--- config.mk ---
export PLATFORM = sky130hd
export DESIGN_NAME = clint_cmp_sched
export DESIGN_NICKNAME = d
export VERILOG_FILES = /design/src/rtl/clint_cmp_sched.sv
export SDC_FILE = /design/constraint.sdc
export NUM_CORES = 1
export LEC_CHECK = 0
export ABC_CLOCK_PERIOD_IN_PS = 8590
export CORE_MARGIN = 5
export CORE_UTILIZATION = 60
export CTS_CLUSTER_SIZE = 24
export DETAILED_ROUTE_END_ITERATION = 8
export PLACE_DENSITY = 0.86
export SLEW_MARGIN = 25
export SYNTH_ARGS = -nofsm -noshare
export SYNTH_HDL_FRONTEND = slang
export SYNTH_SLANG_ARGS = --single-unit
--- constraint.sdc ---
create_clock -name clk_i -period 8.59 [get_ports clk_i]
set_input_delay 1.718 -clock clk_i [delete_from_list [all_inputs] [get_ports clk_i]]
set_output_delay 1.718 -clock clk_i [all_outputs]
set_load 0.05 [all_outputs]
--- src/rtl/clint_cmp_sched.sv ---
// clint_cmp_sched: per-hart mtimecmp registers sharing one round-robin 64-bit >= comparator.
// Every mtime tick or mtimecmp write triggers a full scan; events during a scan queue one rescan.
module clint_cmp_sched #(
  parameter int HART_NUM = 4,
  localparam int IDX_W = (HART_NUM > 1) ? $clog2(HART_NUM) : 1
) (
  input  logic                clk_i,
  input  logic                rst_n_i,
  input  logic [63:0]         mtime_i,
  input  logic                mtime_tick_i,
  input  logic [HART_NUM-1:0] cmp_wr_i,
  input  logic                cmp_wr_hi_i,
  input  logic [31:0]         cmp_wdata_i,
  input  logic [IDX_W-1:0]    cmp_rd_sel_i,
  input  logic                cmp_rd_hi_i,
  output logic [31:0]         cmp_rd_data_o,
  output logic [HART_NUM-1:0] tmr_irq_o,
  output logic                scan_busy_o
);
  typedef enum logic {IDLE, SCAN} state_t;

  logic [63:0]         r_cmp [HART_NUM];
  logic [63:0]         r_snap;
  logic [IDX_W-1:0]    r_idx;
  logic                r_pend;
  logic [HART_NUM-1:0] r_irq;
  state_t              r_state;
  logic                w_ev;
  logic                w_last;
  logic                w_rd_ok;
  logic [63:0]         w_rd_cmp;

  assign w_ev     = mtime_tick_i | (|cmp_wr_i);
  assign w_last   = (r_idx == IDX_W'(HART_NUM - 1));
  assign w_rd_ok  = ({1'b0, cmp_rd_sel_i} < (IDX_W + 1)'(HART_NUM));
  assign w_rd_cmp = r_cmp[cmp_rd_sel_i];

  assign cmp_rd_data_o = !w_rd_ok ? 32'h0 : (cmp_rd_hi_i ? w_rd_cmp[63:32] : w_rd_cmp[31:0]);
  assign tmr_irq_o     = r_irq;
  assign scan_busy_o   = (r_state == SCAN);

  always_ff @(posedge clk_i or negedge rst_n_i) begin
    if (!rst_n_i) begin
      for (int h = 0; h < HART_NUM; h++) r_cmp[h] <= '1;
    end else begin
      for (int h = 0; h < HART_NUM; h++)
        if (cmp_wr_i[h]) begin
          if (cmp_wr_hi_i) r_cmp[h][63:32] <= cmp_wdata_i;
          else r_cmp[h][31:0] <= cmp_wdata_i;
        end
    end
  end

  // The compare sees the pre-write value; any concurrent write leaves r_pend set so a rescan follows.
  always_ff @(posedge clk_i or negedge rst_n_i) begin
    if (!rst_n_i) begin
      r_state <= IDLE;
      r_idx   <= '0;
      r_pend  <= 1'b0;
      r_snap  <= '0;
      r_irq   <= '0;
    end else if (r_state == IDLE) begin
      if (w_ev | r_pend) begin
        r_state <= SCAN;
        r_snap  <= mtime_i;
        r_idx   <= '0;
        r_pend  <= 1'b0;
      end
    end else begin
      r_irq[r_idx] <= (r_snap >= r_cmp[r_idx]);
      if (!w_last) begin
        r_idx <= r_idx + IDX_W'(1);
        if (w_ev) r_pend <= 1'b1;
      end else if (w_ev | r_pend) begin
        r_snap <= mtime_i;
        r_idx  <= '0;
        r_pend <= 1'b0;
      end else begin
        r_state <= IDLE;
      end
    end
  end
endmodule
==> summary.md, run 1 <==
| Metric | Value |
|---|---|
| Worst min-delay path category | `reg -> reg` |
| # IOs | `approximately 140` |
| Port Buffers | `~140` |
| CP Data Required Time | `6.87 ns` |
| WS Path Type | `in -> out` |
| Core ar. | `between 20000 and 30000 um^2` |
| Height of the chip | `182 um` |
| Unrepaired setup endpoints after global routing | `false` |
| Die width | `around 180 um` |
| Placed cell count | `roughly 1600` |
| Dominant cell type by area after synthesis | `dfstp_2` |
| Final slew viol count | `0` |
| Slew margin rel. | `0.268` |
| Detailed placement HPWL | `~26000 um` |
| Vias in the first global route | `about 11000` |
| Metal3 WL | `2330 um` |
| Largest family of logic cells by synthesized area | `multiplexers` |
| Actual transition at the worst max-transition pin | `roughly 1.1 ns` |
| Fin. Hold Viols | `0` |
| Post-Synth Adder-Cell Area | `0.0481` |
| Synth warn | `0` |
| DRT antenna net count | `0` |
| Post-cts resize count | `0` |
| CP endpoint kind | `output pin` |
| Register area share after synthesis | `0.482` |
| Fin crit share | `0.710` |
| CTS H-Tree Depth | `2` |
| Reg clk slew, reported paths | `approximately 0.060 ns` |
| TritonCTS clock tree | `yes` |
| WP data arrival | `4.38 ns` |
| Post-synth top area share | `0.381` |
| Post-Synth Simple-Gate Area | `0.0208` |
| Commonest cells in the synthesized netlist | `mux2_2, dfstp_2, mux4_2` |
| Top_reg_cell synth | `dfstp_2` |
| Post-Synthesis Cells | `approximately 1100` |
| Global-route wire length before repair | `65500 um` |
| Area delta synth->final | `16.6%` |
| Setup TNS | `0 ns` |
| Final WS setup | `approximately 2.5 ns` |
| Met2 WL post-DR | `slightly above 20000 um` |
| Vias/cell | `about 6.2` |
| FMAX | `between 150 and 200 MHz` |
| Clk buf depth | `3` |
| Seq cells post-synth | `about 330` |
| Syn nets | `1317` |
| Layout cells sized above 1 | `0.626` |
| Post CTS Setup Buffer Count | `0` |
| DRT iter0 DRCs | `841` |
| # setup viols final | `0` |
| Xor/xnor share of the synthesized area | `0` |
| Avg Cell Area, Syn | `~15 um^2` |
| Status | `finished, final reports clean` |
| FFs w/ async S/R, synth | `1.00` |
| Complex-gate fraction of the synthesized area | `0.0190` |
| Post-synthesis mux area share | `0.397` |
| Most frequent cell after synthesis | `mux2_2` |
| Routed wire length | `~42000 um` |
| Placed cell area | `~19000 um^2` |
| Final Skew | `between 0.01 and 0.015 ns` |
| PwrDens | `around 220 nW/um^2` |
| Min cycle time layout | `a little over 6 ns` |
| Detailed Routing Iterations Pass 1 | `5` |
| GRT Resource Usage Total | `0.253` |
| Initial Utilization | `0.611` |
| Die ar. | `~33000 um^2` |
| CTS Root Cell | `clkbuf_16` |
| CP Max Fanout | `51` |
| Routability congestion estimate from global placement | `0.803` |
| Setup Slack @ Placement | `~2.3 ns` |
| Gr ovfl total | `0` |
| Worst VDD drop | `between 0.1 and 0.15 mV` |
| End-of-flow core utilization | `0.712` |
| Max-cap violation count | `0` |
| Total number of vias | `approximately 11000` |
| Worst setup SP type | `input port` |
| Clk Latency, worst-skew pair | `around 0.52 ns` |
| Number of CTS-inserted buffers | `36` |
| Nets | `roughly 1400` |
| Met1 wire length | `18200 um` |
| Post-synth EDFFs | `0` |
| Final instance area | `about 20000 um^2` |
| Leakage power | `between 8 and 9 nW` |
| Wire per inst | `approximately 25 um` |
| Residual DRC count | `0` |
| Clock sink count | `roughly 330` |
| # rows | `between 60 and 70` |
| Yosys cell types | `30` |
| Finished Layout Cells | `1682` |
| CTS Hold Bufs | `0` |
| Antenna violations before repair | `1` |
| Post-Syn Area | `17700 um^2` |
| Top layer in use | `met4` |
| Area contributors post-synth | `dfstp_2, mux2_2, mux4_2` |
| Largest net degree at the start of global routing | `187` |
placed cells by master, fill, tap and decap left out, drive strengths merged, types with 2 or more instances in the layout:
cell	count
a221oi	4
buf	21
nor2	8
o21ai	15
clkinv	2
a211oi	4
a41oi	4
and4	5
clkbuf	58
ha	68
nor3	3
mux4	128
a21oi	29
nand3	7
nor2b	7
clkdlybuf4s50	139
nor4	2
mux2	351
nand4	7
dfrtp	72
nand2	29
dfstp	256
inv	72
layer usage:
metal,GRT usage,vias to the layer above
met5,0,-
li1,-,4576
met2,0.415,288
met4,0.0579,0
met1,0.355,5579
met3,0.0516,60
power breakdown:
part	internal [mW]	switching (mW)
sequential	1.88	0.149
combinational	0.509	0.474
clock	0.865	0.613
worst paths after layout:
| path | start | end | slack [ns] | depth (start not counted) |
|---|---|---|---|---|
| max | cmp_rd_sel_i[0] | cmp_rd_data_o[4] | 2.49 | 5 |
| min | r_snap[14] | r_snap[14] | 0.52 | 1 |
| max reg2reg | r_idx[0] | tmr_irq_o[3] | 3.85 | 10 |
| min reg2reg | r_snap[14] | r_snap[14] | 0.52 | 1 |
| max in group asynchronous | rst_n_i | r_snap[2] | 6.09 | 3 |
| min in group asynchronous | rst_n_i | r_snap[13] | 1.15 | 1 |
sequential cells by signal, indices dropped and copies added, names as in the netlist:
signal / flops
r_snap: 64
tmr_irq_o: 4
r_pend: 1
scan_busy_o: 1
r_cmp: 256
r_idx: 2
metrics by stage:
step / power (mW) / hold slack [ns]
CTS: 4.51 / 0.521
floorplan: 2.67 / 0.487
global placement: 2.97 / 0.500
global route: 4.68 / 0.533
finish: 4.49 / 0.519
detailed placement: 3.02 / 0.503
area by class of cell:
type	count	area, um^2
clock buffers	58	1040
flip-flops and latches	328	8530
clock inverters	6	66.3
diodes	1	2.50
inverters	69	259
repair buffers	160	1610
fillers	1815	8330
well taps	384	480
multi-input cells	676	8610
worst max-delay path, stage by stage:
cell and delay, ns:
buf_6 0.54, buf_4 0.44, mux4_2 0.55, mux2_2 0.31, clkdlybuf4s50_1 0.71
cells by family after synthesis:
logic type	Yosys count
compound gates	58
buf+inv	138
flops	328
simple gates	71
mux	479
fa+ha+maj	68
(Power assumes the default switching activity.)
==> run 2: changes to the inputs <==
--- a/config.mk
+++ b/config.mk
@@ -5,12 +5,12 @@
 export SDC_FILE = /design/constraint.sdc
 export NUM_CORES = 1
 export LEC_CHECK = 0
-export ABC_CLOCK_PERIOD_IN_PS = 8590
+export ABC_CLOCK_PERIOD_IN_PS = 5470
 export CORE_MARGIN = 5
-export CORE_UTILIZATION = 60
+export CORE_UTILIZATION = 53
 export CTS_CLUSTER_SIZE = 24
 export DETAILED_ROUTE_END_ITERATION = 8
-export PLACE_DENSITY = 0.86
+export PLACE_DENSITY = 0.81
 export SLEW_MARGIN = 25
 export SYNTH_ARGS = -nofsm -noshare
 export SYNTH_HDL_FRONTEND = slang
==> constraint.sdc (replaced) <==
create_clock -name clk_i -period 5.47 [get_ports clk_i]
set_input_delay 1.094 -clock clk_i [delete_from_list [all_inputs] [get_ports clk_i]]
set_output_delay 1.094 -clock clk_i [all_outputs]
set_load 0.05 [all_outputs]
==> run 2 against run 1 <==
Against the previous run:
- non-clock buffer count is 12 higher
- clock skew is 0.0039 ns higher
- critical path depth stayed put
- worst hold slack worse by 0.0087 ns
- die area is 12% higher
- routed wire length is 0.53% higher
- final cell count is 4.3% higher
- critical endpoint is now cmp_rd_data_o[1]
- combinational power is 58% higher
- sequential share of layout area is 0.72 points lower
- global-route usage is 2.1 points lower
==> summary.md, run 2 (synthesis results as in run 1) <==
| Metric | Value |
|---|---|
| Area of the multi-input gates | `about 8600 um^2` |
| Fin. Hold Viols | `0` |
| Global-route wire length before repair | `between 60000 and 70000 um` |
| Clk Latency, worst-skew pair | `approximately 0.51 ns` |
| Largest delay share family, worst path | `buffers and inverters` |
| WP data arrival | `3.43 ns` |
| Post-cts resize count | `0` |
| Detailed Routing Iterations Pass 1 | `5` |
| CTS Root Cell | `clkbuf_16` |
| Final WS setup | `between 0.9 and 1 ns` |
| Worst min-delay path category | `in -> async` |
| Most common cell after layout, fill and taps aside | `mux2_2` |
| DRT antenna net count | `0` |
| Fin crit share | `0.827` |
| Min cycle time layout | `between 4 and 5 ns` |
| RR Startpoint | `r_idx[0]` |
| Slowest Stage Delay on Critical Path | `between 0.7 and 0.8 ns` |
| Area delta synth->final | `18.6%` |
| Vias/cell | `roughly 6` |
| Final slew viol count | `0` |
| Leakage power | `about 8 nW` |
| Total number of vias | `10500` |
| CP endpoint kind | `output pin` |
| Core ar. | `between 30000 and 40000 um^2` |
| Setup TNS | `0 ns` |
| Unrepaired setup endpoints after global routing | `false` |
| R2R cell count | `10` |
| GRT Resource Usage Total | `0.233` |
| Worst setup SP type | `input port` |
| CP bufs+invs | `3` |
| Layout fillers | `approximately 2300` |
| Vias in the first global route | `~11000` |
| Initial Utilization | `0.541` |
| Routed wire length | `between 40000 and 50000 um` |
| Worst VDD drop | `around 0.21 mV` |
| Die ar. | `between 30000 and 40000 um^2` |
| TritonCTS clock tree | `yes` |
| Final instance area | `between 20000 and 25000 um^2` |
| PwrDens | `around 340 nW/um^2` |
| Slew margin rel. | `0.352` |
| Detailed placement HPWL | `~28000 um` |
| Setup Slack @ Placement | `roughly 0.9 ns` |
| Critical Path Most Common Cell | `buf_4` |
| Placed cell area | `19700 um^2` |
| CTS Hold Bufs | `0` |
| R2R setup slack | `1.55 ns` |
| Placed cell count | `1686` |
| Final Skew | `approximately 0.018 ns` |
| Die width | `a little under 200 um` |
| # rows | `66` |
| Pwr Total | `7.22 mW` |
| Actual transition at the worst max-transition pin | `roughly 0.97 ns` |
| Max-cap violation count | `0` |
| Height of the chip | `193 um` |
| Wire per inst | `between 20 and 25 um` |
| CP Data Required Time | `about 4.4 ns` |
| Residual DRC count | `0` |
| Number of CTS-inserted buffers | `37` |
| Status | `finished, final reports clean` |
| Layout cells sized above 1 | `0.635` |
| Worst path cell trace | `buf_4 -> buf_4 -> mux4_2 -> mux2_2 -> clkdlybuf4s50_1` |
| Reg clk slew, reported paths | `roughly 0.05 ns` |
| WS Path Type | `in -> out` |
| Routability congestion estimate from global placement | `0.808` |
| Nets | `1459` |
| Slowest-stage cell, CP | `clkdlybuf4s50_1` |
| Largest register FFs | `256` |
| Port Buffers | `around 140` |
| # IOs | `approximately 140` |
| FMAX | `approximately 220 MHz` |
| CTS H-Tree Depth | `2` |
| Commonest non-fill, non-tap cells in the layout | `mux2_2, dfstp_2, clkdlybuf4s50_1, mux4_2, dfrtp_1` |
| Antenna violations before repair | `2` |
| End-of-flow core utilization | `0.641` |
| Clock sink count | `roughly 330` |
| RR Endpoint | `tmr_irq_o[0]` |
| Largest Register | `r_cmp` |
| Post CTS Setup Buffer Count | `0` |
| DRT iter0 DRCs | `roughly 650` |
| Tightest hold margin | `a little over 0.5 ns` |
| Gr ovfl total | `0` |
| Clk buf depth | `3` |
| Finished Layout Cells | `1755` |
| # setup viols final | `0` |
| CP Max Fanout | `25` |
| Largest net degree at the start of global routing | `between 100 and 150` |
| Flip-flop and latch area | `roughly 8500 um^2` |
-- run 2: cell types whose count changed in the layout (fill, tap and decap cells not counted), moves of 2 or more --
cell	before	now
clkbuf_8	4	7
buf_4	14	19
buf_12	1	10
buf_6	2	0
inv_6	3	0
clkinv_2	2	7
bufinv_16	1	3
clkbuf_1	17	11
-- run 2: area by class of cell --
cell class,count,area share
inverters,69,0.0124
multi-input cells,676,0.410
clock buffers,56,0.0519
diodes,1,0.000119
flip-flops and latches,328,0.407
repair buffers,172,0.0852
clock inverters,11,0.00674
well taps,442,0.0264
-- run 2: worst max path at each step --
stage / start / to / slack, ns / depth (start not counted)
after floorplan: cmp_rd_sel_i[0] / cmp_rd_data_o[0] / 1.68 / 4
after global placement: cmp_rd_sel_i[0] / cmp_rd_data_o[1] / 0.94 / 5
after detailed placement: cmp_rd_sel_i[0] / cmp_rd_data_o[3] / 0.92 / 5
after CTS: cmp_rd_sel_i[0] / cmp_rd_data_o[3] / 0.92 / 5
after global routing: cmp_rd_sel_i[0] / cmp_rd_data_o[3] / 0.82 / 5
final: cmp_rd_sel_i[0] / cmp_rd_data_o[1] / 0.94 / 5
-- run 2: routing by layer --
layer | share of wire | global-route usage | up-vias
met3 | 0.059 | 0.0412 | 60
met4 | 0.020 | 0.0570 | 2
li1 | - | - | 4600
met2 | 0.48 | 0.371 | 274
met5 | 0.00031 | 0 | -
met1 | 0.44 | 0.335 | 5585
-- run 2: worst reg2reg max path: cells and delay by family (launching register included) --
family,cells,cell delay (ns)
AND/OR/NAND/NOR,4,1.33
adder cells (fa/ha/maj),1,0.15
buffers and inverters,2,0.43
AO/OA/AOI/OAI,2,0.51
flip-flops,1,0.77
multiplexers,1,0.62
-- run 2: power breakdown --
part           switching, mW  total [mW]  internal (mW)
combinational          0.736        1.55          0.809
clock                  0.973        2.49           1.52
sequential             0.234        3.19           2.95
